`src/rtl/alu_seq_hs.sv`:
```
//------------------------------------------------------------------------------
// Module   : alu_seq_hs
// Purpose  : Registered signed ALU with valid/ready handshakes on both sides.
//            Seven ops (SUB, NAND, LONES, ADD, MUL, SHL, ABS) selected by a
//            3-bit opcode; one operation in flight at a time. Single-cycle ops
//            produce a result one cycle after accept; MUL is an iterative
//            shift-add multiplier with WIDTH+1 cycles of latency.
// Config   : ALU_MUL_EN - when defined, op 100 is the iterative multiplier and
//            the BUSY state exists; when undefined, op 100 is reserved (err).
// Ports    : i_clk, i_rst (sync, active-high)
//            i_valid/o_ready, i_oper[2:0], i_arg0/i_arg1[WIDTH-1:0] - request
//            o_valid/i_ready, o_result[WIDTH-1:0], o_flag[3:0]       - response
//            o_flag = {overflow, pos, neg, err}
// Revision : 1.0 - initial release
//------------------------------------------------------------------------------
`default_nettype none

module alu_seq_hs #(
   parameter int WIDTH = 4
) (
   input  logic             i_clk,
   input  logic             i_rst,
   input  logic             i_valid,
   output logic             o_ready,
   input  logic [2:0]       i_oper,
   input  logic [WIDTH-1:0] i_arg0,
   input  logic [WIDTH-1:0] i_arg1,
   output logic             o_valid,
   input  logic             i_ready,
   output logic [WIDTH-1:0] o_result,
   output logic [3:0]       o_flag
);

   localparam logic [WIDTH-1:0] c_SHMAX = WIDTH'(WIDTH - 1);

`ifdef ALU_MUL_EN
   typedef enum logic [1:0] {IDLE = 2'd0, BUSY = 2'd1, HOLD = 2'd2} state_t;
`else
   typedef enum logic [1:0] {IDLE = 2'd0, HOLD = 2'd2} state_t;
`endif

   state_t           r_state;
   state_t           w_next;
   logic [WIDTH-1:0] r_result;
   logic [3:0]       r_flag;

   logic             w_accept;
   logic             w_is_mul;
   logic [WIDTH-1:0] w_res;
   logic             w_ovf;
   logic             w_err;
   logic [3:0]       w_flg;
   logic [WIDTH-1:0] w_lones;
   logic             w_run;
   logic [2*WIDTH-1:0] w_sh;

   // Error suppresses every other flag; neg/pos are both clear for zero.
   function automatic logic [3:0] f_flags(input logic [WIDTH-1:0] res,
                                          input logic ovf, input logic err);
      if (err) return 4'b0001;
      return {ovf, ~res[WIDTH-1] & (res != '0), res[WIDTH-1], 1'b0};
   endfunction

   assign o_valid  = (r_state == HOLD);
   assign o_ready  = (r_state == IDLE) | ((r_state == HOLD) & i_ready);
   assign w_accept = i_valid & o_ready;
   assign o_result = r_result;
   assign o_flag   = r_flag;

`ifdef ALU_MUL_EN
   assign w_is_mul = (i_oper == 3'b100);
`else
   assign w_is_mul = 1'b0;
`endif

   // Single-cycle datapath, evaluated on the live inputs and captured at accept.
   always_comb begin
      w_res   = '0;
      w_ovf   = 1'b0;
      w_err   = 1'b0;
      w_lones = '0;
      w_run   = 1'b1;
      // Sign-extended A shifted left; the shift is lossless only if the
      // top WIDTH+1 bits all equal the new sign bit.
      w_sh    = {{WIDTH{i_arg0[WIDTH-1]}}, i_arg0} << i_arg1;
      for (int i = WIDTH - 1; i >= 0; i--) begin
         if (w_run && i_arg0[i]) w_lones = w_lones + 1'b1;
         else                    w_run   = 1'b0;
      end
      case (i_oper)
         3'b000: begin
            w_res = i_arg0 - i_arg1;
            w_ovf = (i_arg0[WIDTH-1] != i_arg1[WIDTH-1]) &&
                    (w_res[WIDTH-1] != i_arg0[WIDTH-1]);
         end
         3'b001: w_res = ~(i_arg0 & i_arg1);
         3'b010: w_res = w_lones;
         3'b011: begin
            w_res = i_arg0 + i_arg1;
            w_ovf = (i_arg0[WIDTH-1] == i_arg1[WIDTH-1]) &&
                    (w_res[WIDTH-1] != i_arg0[WIDTH-1]);
         end
         3'b101: begin
            if (i_arg1[WIDTH-1] || (i_arg1 > c_SHMAX)) begin
               w_err = 1'b1;
            end else begin
               w_res = w_sh[WIDTH-1:0];
               w_ovf = (w_sh[2*WIDTH-1:WIDTH-1] != {(WIDTH+1){w_sh[WIDTH-1]}});
            end
         end
         3'b110: begin
            w_res = i_arg0[WIDTH-1] ? (~i_arg0 + 1'b1) : i_arg0;
            // Most negative value negates to itself.
            w_ovf = i_arg0[WIDTH-1] & w_res[WIDTH-1];
         end
         default: w_err = 1'b1;
      endcase
      if (w_err) begin
         w_res = '0;
         w_ovf = 1'b0;
      end
      w_flg = f_flags(w_res, w_ovf, w_err);
   end

`ifdef ALU_MUL_EN
   localparam int CW = $clog2(WIDTH + 1);

   logic [2*WIDTH+1:0] r_mcand;
   logic [WIDTH:0]     r_mplier;
   logic [2*WIDTH+1:0] r_prod;
   logic               r_neg;
   logic [CW-1:0]      r_cnt;
   logic [WIDTH:0]     w_a_ext;
   logic [WIDTH:0]     w_b_ext;
   logic [WIDTH:0]     w_a_mag;
   logic [WIDTH:0]     w_b_mag;
   logic [2*WIDTH+1:0] w_p_sgn;
   logic               w_p_ovf;
   logic               w_mul_done;

   assign w_a_ext    = {i_arg0[WIDTH-1], i_arg0};
   assign w_b_ext    = {i_arg1[WIDTH-1], i_arg1};
   assign w_a_mag    = i_arg0[WIDTH-1] ? (~w_a_ext + 1'b1) : w_a_ext;
   assign w_b_mag    = i_arg1[WIDTH-1] ? (~w_b_ext + 1'b1) : w_b_ext;
   assign w_p_sgn    = r_neg ? (~r_prod + 1'b1) : r_prod;
   // Product fits iff everything above the result's sign bit is sign extension.
   assign w_p_ovf    = (w_p_sgn[2*WIDTH+1:WIDTH-1] != {(WIDTH+3){w_p_sgn[WIDTH-1]}});
   // WIDTH add steps are done at cnt 0..WIDTH-1; the extra cycle registers the result.
   assign w_mul_done = (r_cnt == CW'(WIDTH));
`endif

   always_comb begin
      w_next = r_state;
      case (r_state)
         IDLE: if (w_accept) begin
`ifdef ALU_MUL_EN
            w_next = w_is_mul ? BUSY : HOLD;
`else
            w_next = HOLD;
`endif
         end
`ifdef ALU_MUL_EN
         BUSY: if (w_mul_done) w_next = HOLD;
`endif
         HOLD: if (i_ready) begin
            if (!w_accept) w_next = IDLE;
`ifdef ALU_MUL_EN
            else           w_next = w_is_mul ? BUSY : HOLD;
`else
            else           w_next = HOLD;
`endif
         end
         default: w_next = IDLE;
      endcase
   end

   always_ff @(posedge i_clk) begin
      if (i_rst) begin
         r_state  <= IDLE;
         r_result <= '0;
         r_flag   <= '0;
`ifdef ALU_MUL_EN
         r_mcand  <= '0;
         r_mplier <= '0;
         r_prod   <= '0;
         r_neg    <= 1'b0;
         r_cnt    <= '0;
`endif
      end else begin
         r_state <= w_next;
         if (w_accept && !w_is_mul) begin
            r_result <= w_res;
            r_flag   <= w_flg;
         end
`ifdef ALU_MUL_EN
         if (w_accept && w_is_mul) begin
            r_mcand  <= {{(WIDTH+1){1'b0}}, w_a_mag};
            r_mplier <= w_b_mag;
            r_prod   <= '0;
            r_neg    <= i_arg0[WIDTH-1] ^ i_arg1[WIDTH-1];
            r_cnt    <= '0;
         end else if (r_state == BUSY) begin
            if (w_mul_done) begin
               r_result <= w_p_sgn[WIDTH-1:0];
               r_flag   <= f_flags(w_p_sgn[WIDTH-1:0], w_p_ovf, 1'b0);
            end else begin
               if (r_mplier[0]) r_prod <= r_prod + r_mcand;
               r_mcand  <= r_mcand << 1;
               r_mplier <= r_mplier >> 1;
               r_cnt    <= r_cnt + 1'b1;
            end
         end
`endif
      end
   end

endmodule

`default_nettype wire
```
`config.mk`:
```
export PLATFORM = sky130hd
export DESIGN_NAME = alu_seq_hs
export DESIGN_NICKNAME = d
export VERILOG_FILES = /design/src/rtl/alu_seq_hs.sv
export SDC_FILE = /design/constraint.sdc
export NUM_CORES = 1
export LEC_CHECK = 0
export CORE_MARGIN = 5
export CORE_UTILIZATION = 50
export CTS_CLUSTER_DIAMETER = 30
export CTS_CLUSTER_SIZE = 24
export DETAILED_ROUTE_END_ITERATION = 6
export PLACE_DENSITY = 0.8
export SLEW_MARGIN = 25
export SYNTH_ARGS = -nofsm -noshare
export SYNTH_HDL_FRONTEND = slang
export SYNTH_SLANG_ARGS = --single-unit
export TNS_END_PERCENT = 20
```
`constraint.sdc`:
```
create_clock -name i_clk -period 5.5 [get_ports i_clk]
set_input_delay 1.1 -clock i_clk [delete_from_list [all_inputs] [get_ports i_clk]]
set_output_delay 1.1 -clock i_clk [all_outputs]
set_load 0.03 [all_outputs]
```
# Word-level counts from Yosys, hierarchy flattened
# Index checks and enable logic that the tools add are counted.
[word_totals]
word_cells = 67
reg_bits = 10
[op_classes]
muxes = 23
n_eq_ne = 13
n_shift = 1
bitwise = 9
reduce_logical = 11
add_sub_neg = 6
order_cmp = 1
[op_table]
columns = ["op", "n"]
rows = [
  ["two-way mux 4 bit", 7],
  ["one-hot mux 4 bit (6 select lines)", 1],
  ["adder 4 x 1 -> 4 bit, second input constant", 3],
  ["two-way mux 1 bit", 8],
  ["two-way mux 2 bit", 4],
  ["NOT 4 bit", 2],
  ["<< shifter 8 x 4 -> 8 bit", 1],
  ["== test 3 x 2 -> 1 bit, second input constant", 2],
  ["== test 3 bit, second input constant", 2],
  ["logical AND 1 bit", 5],
  ["OR reduction 5 bit", 1],
  ["adder 4 bit", 1],
  ["AND 1 bit", 4],
  ["AND 4 bit", 1],
  ["> comparator 4 x 2 -> 1 bit, second input constant", 1],
  ["!= test 4 bit", 1],
  ["one-hot mux 1 bit (4 select lines)", 1],
  ["one-hot mux 2 bit (2 select lines)", 1],
  ["nonzero test 4 bit", 1],
  ["subtractor 4 bit", 1],
  ["== test 3 x 1 -> 1 bit, second input constant", 1],
  ["zero test 3 bit", 1],
  ["!= test 1 bit", 3],
  ["adder 1 x 1 -> 2 bit, second input constant", 1],
  ["10 further kinds", 10],
]

# Logic depth before layout (Yosys ltp)
[logic_depth]
word_depth = 12
ltp_mapped = 9
mapped_depth_nobuf = 8

# Worst setup path after synthesis
# Ideal clock, no wire load.
[synth_path]
path_type = "input-to-reg"
startpoint = "in i_arg0[0]"
endpoint = "reg r_result[1] (netlist: o_result[1])"
arrival_time_ns = 2.662
path_stages = 9
path_slack_ns = 2.700
n_path_buf = 1
setup_time_ns = 0.138
cell_sequence = "clkbuf_1 -> inv_1 -> ha_1 -> fa_1 -> nor3_1 -> a31oi_1 -> nor2_1 -> a211oi_1 -> a211oi_1"
[synth_between]
elab_chain_cells = 5
[synth_rtl]
columns = ["item", "line", "text"]
rows = [
  ["start, declared", "26", "input logic [WIDTH-1:0] i_arg0,"],
  ["NOT 4 bit", "112", "w_res = i_arg0[WIDTH-1] ? (~i_arg0 + 1'b1) : i_arg0;"],
  ["adder 4 x 1 -> 4 bit", "112", ""],
  ["two-way mux 4 bit", "112", ""],
  ["one-hot mux 4 bit (6 select lines) (*)", "90", "case (i_oper)"],
  ["two-way mux 4 bit (*)", "118", "if (w_err) begin"],
  ["end signal, assigned", "192", "r_result <= w_res;"],
  ["end, declared", "44", "logic [WIDTH-1:0] r_result;"],
]
# Mark *: on every way between the ends. The rest lies on a longest branch, timed or not.
# A chain may end at the register's enable or synchronous reset.

# Final worst setup path
[layout_path]
startpoint = "in i_ready"
endpoint = "out o_ready"
[layout_between]
elab_chain_cells = 2
[layout_rtl]
columns = ["item", "line", "text"]
rows = [
  ["start, declared", "29", "input logic i_ready,"],
  ["AND 1 bit", "65", "assign o_ready = (r_state == IDLE) | ((r_state == HOLD) & i_ready);"],
  ["bitwise OR 1 bit", "65", ""],
  ["end, declared", "24", "output logic o_ready,"],
]
# Every way passes these cells.

==> key figures <==
Clock network
  • Max Root-Sink Buffers: 2
  • H-tree depth: 1
  • Number of buffers created by CTS: 3
  • Later-pin clock latency in the skew report: 0.26 ns
  • CTS Sinks: 8
  • Clock transition at path regs: 0.06 ns
  • Resized Gates After CTS: 0
  • CTS tree: yes
  • CTS Hold Buffers Added: 0
  • CTS root buf: clkbuf_4
  • # Post-CTS Setup Buffers: 0

Pwr
  • LEAKAGE: 0.000560 uW
  • Sw power: 75.2 uW
  • VDD IR max: 0.152 mV
  • P_int: 130 uW
  • Reg power frac: 0.312
  • Final Power: 205 uW
  • Clk network pwr share: 0.221
  • Logic gate share of total power: 0.467
  • Switch share: 0.366
  • Power density over the cells: 154 nW/um^2

Finish
  • Design area: 1340 um^2
  • Commonest non-fill, non-tap cell in the layout: clkdlybuf4s50_1
  • Fillers: 171
  • Ratio of cells with drive above 1 in the final layout: 0.0728
  • Multi-input logic area: 833 um^2
  • Final nets: 180
  • Antenna cell count: 0
  • Leading cell types in the layout, fill and taps excluded: clkdlybuf4s50_1, nor2_1, inv_1
  • Sequential cell area: 160 um^2
  • P&R area growth vs syn: 22.8%

Placed design
  • GP Congestion: 0.871
  • Dpl hpwl: 2.11 mm
  • Placed cell area: 1310 um^2
  • IO buf count: 24

Critical path
  • CP startpoint kind: input pin
  • Critical Path Fanout Max: 4
  • Setup Crit Path Kind: in2out
  • CP startpoint: i_ready
  • WP data arrival: 2.38 ns
  • Cells on worst reg2reg path: 5
  • Slowest CP cell: clkdlybuf4s50_1
  • CP Buf/Inv Count: 2
  • Crit-path cells: clkdlybuf4s50_1 > nand2b_1 > clkdlybuf4s50_1
  • Required @ worst endpoint: 4.40 ns
  • Largest stage delay on the critical path: 0.69 ns
  • Critical path's top delay family: buffers and inverters
  • Crit path depth: 3
  • Reg-to-Reg Start: r_state[1]
  • Crit. End Element: output port
  • Crit path top cell by count: clkdlybuf4s50_1

GRT
  • Global-route wire length before repair: 4.59 mm
  • Vias in the first global route: 1012
  • Largest net degree at the start of global routing: 19
  • Initial antenna violation count: 0
  • Global route overflow: 0
  • Overall routing resource usage: 0.177

Synthesis
  • Mapped Area: 1090 um^2
  • Syn Inst Count: 134
  • Number of synthesized flops with an enable pin: 0
  • Mean Syn Cell Area: 8.11 um^2
  • Seq cells post-synth: 8
  • Ys async rst share: 0
  • Netlist cell types: 46
  • Post-synthesis sequential area ratio: 0.147
  • Post-Syn Nets: 161
  • Top_reg_cell synth: dfxtp_1
  • Number of warnings issued by yosys: 0

Drt
  • DR pass1 iterations: 4
  • Wire per inst: 15.0 um
  • Remaining DRCs: 0
  • DR vias: 1084
  • Antenna-violating nets left: 0
  • Total wire length: 2.67 mm
  • Initial drt markers: 47
  • Via/cell ratio: 6.09

STA
  • Clock Skews: 0.0107 ns
  • Slew HR: 0.604
  • Tmin final: 3.48 ns
  • Final hold violation count: 0
  • Hold slack final: 0.461 ns
  • Final cycle utilization of the critical path: 0.633
  • Setup TNS: 0 ns
  • Peak Freq: 287 MHz
  • Setup violators final: 0
  • Slew Limit Fails: 0
  • Worst Tran Pin Value: 0.585 ns
  • Unrepaired setup endpoints after global routing: false

Flow run
  • Maxcap violations: 0

Floorplan
  • Number of placement rows: 16
  • Horiz. Die Dim: 56.6 um
  • Die height: 56.6 um
  • Die area: 3210 um^2
  • Io pins: 25
  • Core area: 2020 um^2
  • Initial Utilization: 0.538

Worst hold path
  • Worst hold path depth: 2
  • Hold wc startpoint: o_flag[3]
  • Hold crit path type: reg2reg

Status
  • Status: complete, no violations
==> power groups by stage <==
stage | logic, uW | registers [uW] | clock network, uW
final | 95.9 | 64.1 | 45.4
after global routing | 106 | 64.5 | 47.6
after CTS | 95.8 | 64.2 | 45.6
after detailed placement | 95.5 | 65.3 | 0
after global placement | 93.7 | 65.1 | 0
after floorplan | 55.1 | 73.2 | 0
==> worst min-delay path, delay by kind of cell, from the launching register on <==
family / cells / cell delay [ns]
flip-flops: 1 / 0.33
AO/OA/AOI/OAI: 1 / 0.05
AND/OR/NAND/NOR: 1 / 0.06
==> metal layers <==
metal	track usage	part of all wire	vias up
met2	0.284	0.49	43
met5	0	0	-
met4	0.0475	0.0079	0
li1	-	-	535
met3	0.0528	0.082	2
met1	0.228	0.42	504
==> registers in the layout, summed over array words and instances, names as in the netlist <==
signal and flops:
r_state 1, o_flag 3, o_result 4
==> layout make-up <==
class | instances | share of cell area
well taps | 27 | 0.0253
flip-flops and latches | 8 | 0.120
multi-input cells | 104 | 0.624
clock buffers | 3 | 0.0169
inverters | 12 | 0.0337
repair buffers | 24 | 0.180
==> cell families after synthesis <==
family | count (synthesis) | synth area share
adders and majority gates | 12 | 0.152
DFF | 8 | 0.147
and+or+nand+nor | 47 | 0.258
AOI/OAI and AO/OA | 35 | 0.242
buffers and inverters | 22 | 0.0863
xor gates and xnor gates | 2 | 0.0161
muxes | 8 | 0.0990
==> path summary, 6_finish.rpt <==
check	endpoint	slack [ns]
worst max-delay path	o_ready	2.02
worst min-delay path	o_flag[3]	0.46
worst max register to register	o_flag[2]	4.21
worst min register to register	o_flag[3]	0.46
==> through the flow <==
step | setup WS, ns | util | cells
after floorplan | 2.70 | - | 134
after global placement | 1.91 | 0.649 | 175
after detailed placement | 1.86 | 0.649 | 175
after CTS | 2.01 | 0.660 | 178
after global routing | 1.96 | 0.660 | 178
final | 2.02 | 0.660 | 178
==> cells in the mapped netlist (2+ instances only) <==
cell / n / share of area
a211oi_1: 4 / 0.028
a21oi_1: 8 / 0.037
a31oi_1: 3 / 0.017
and2_1: 3 / 0.017
and3b_1: 2 / 0.016
buf_2: 3 / 0.014
buf_4: 2 / 0.014
clkbuf_1: 5 / 0.017
dfxtp_1: 8 / 0.15
fa_1: 2 / 0.037
ha_1: 10 / 0.12
inv_1: 12 / 0.041
mux2_2: 2 / 0.021
mux2i_1: 4 / 0.037
mux4_2: 2 / 0.041
nand2_1: 3 / 0.010
nand2b_1: 4 / 0.023
nand3b_1: 2 / 0.014
nand4_1: 2 / 0.012
nor2_1: 13 / 0.045
nor2b_1: 4 / 0.023
nor3_1: 4 / 0.018
nor3b_1: 3 / 0.021
nor4_1: 2 / 0.012
o21ai_0: 2 / 0.0092
o311a_1: 2 / 0.018
o32ai_1: 3 / 0.024
xnor2_1: 2 / 0.016
Power figures use the tool's default switching activity.
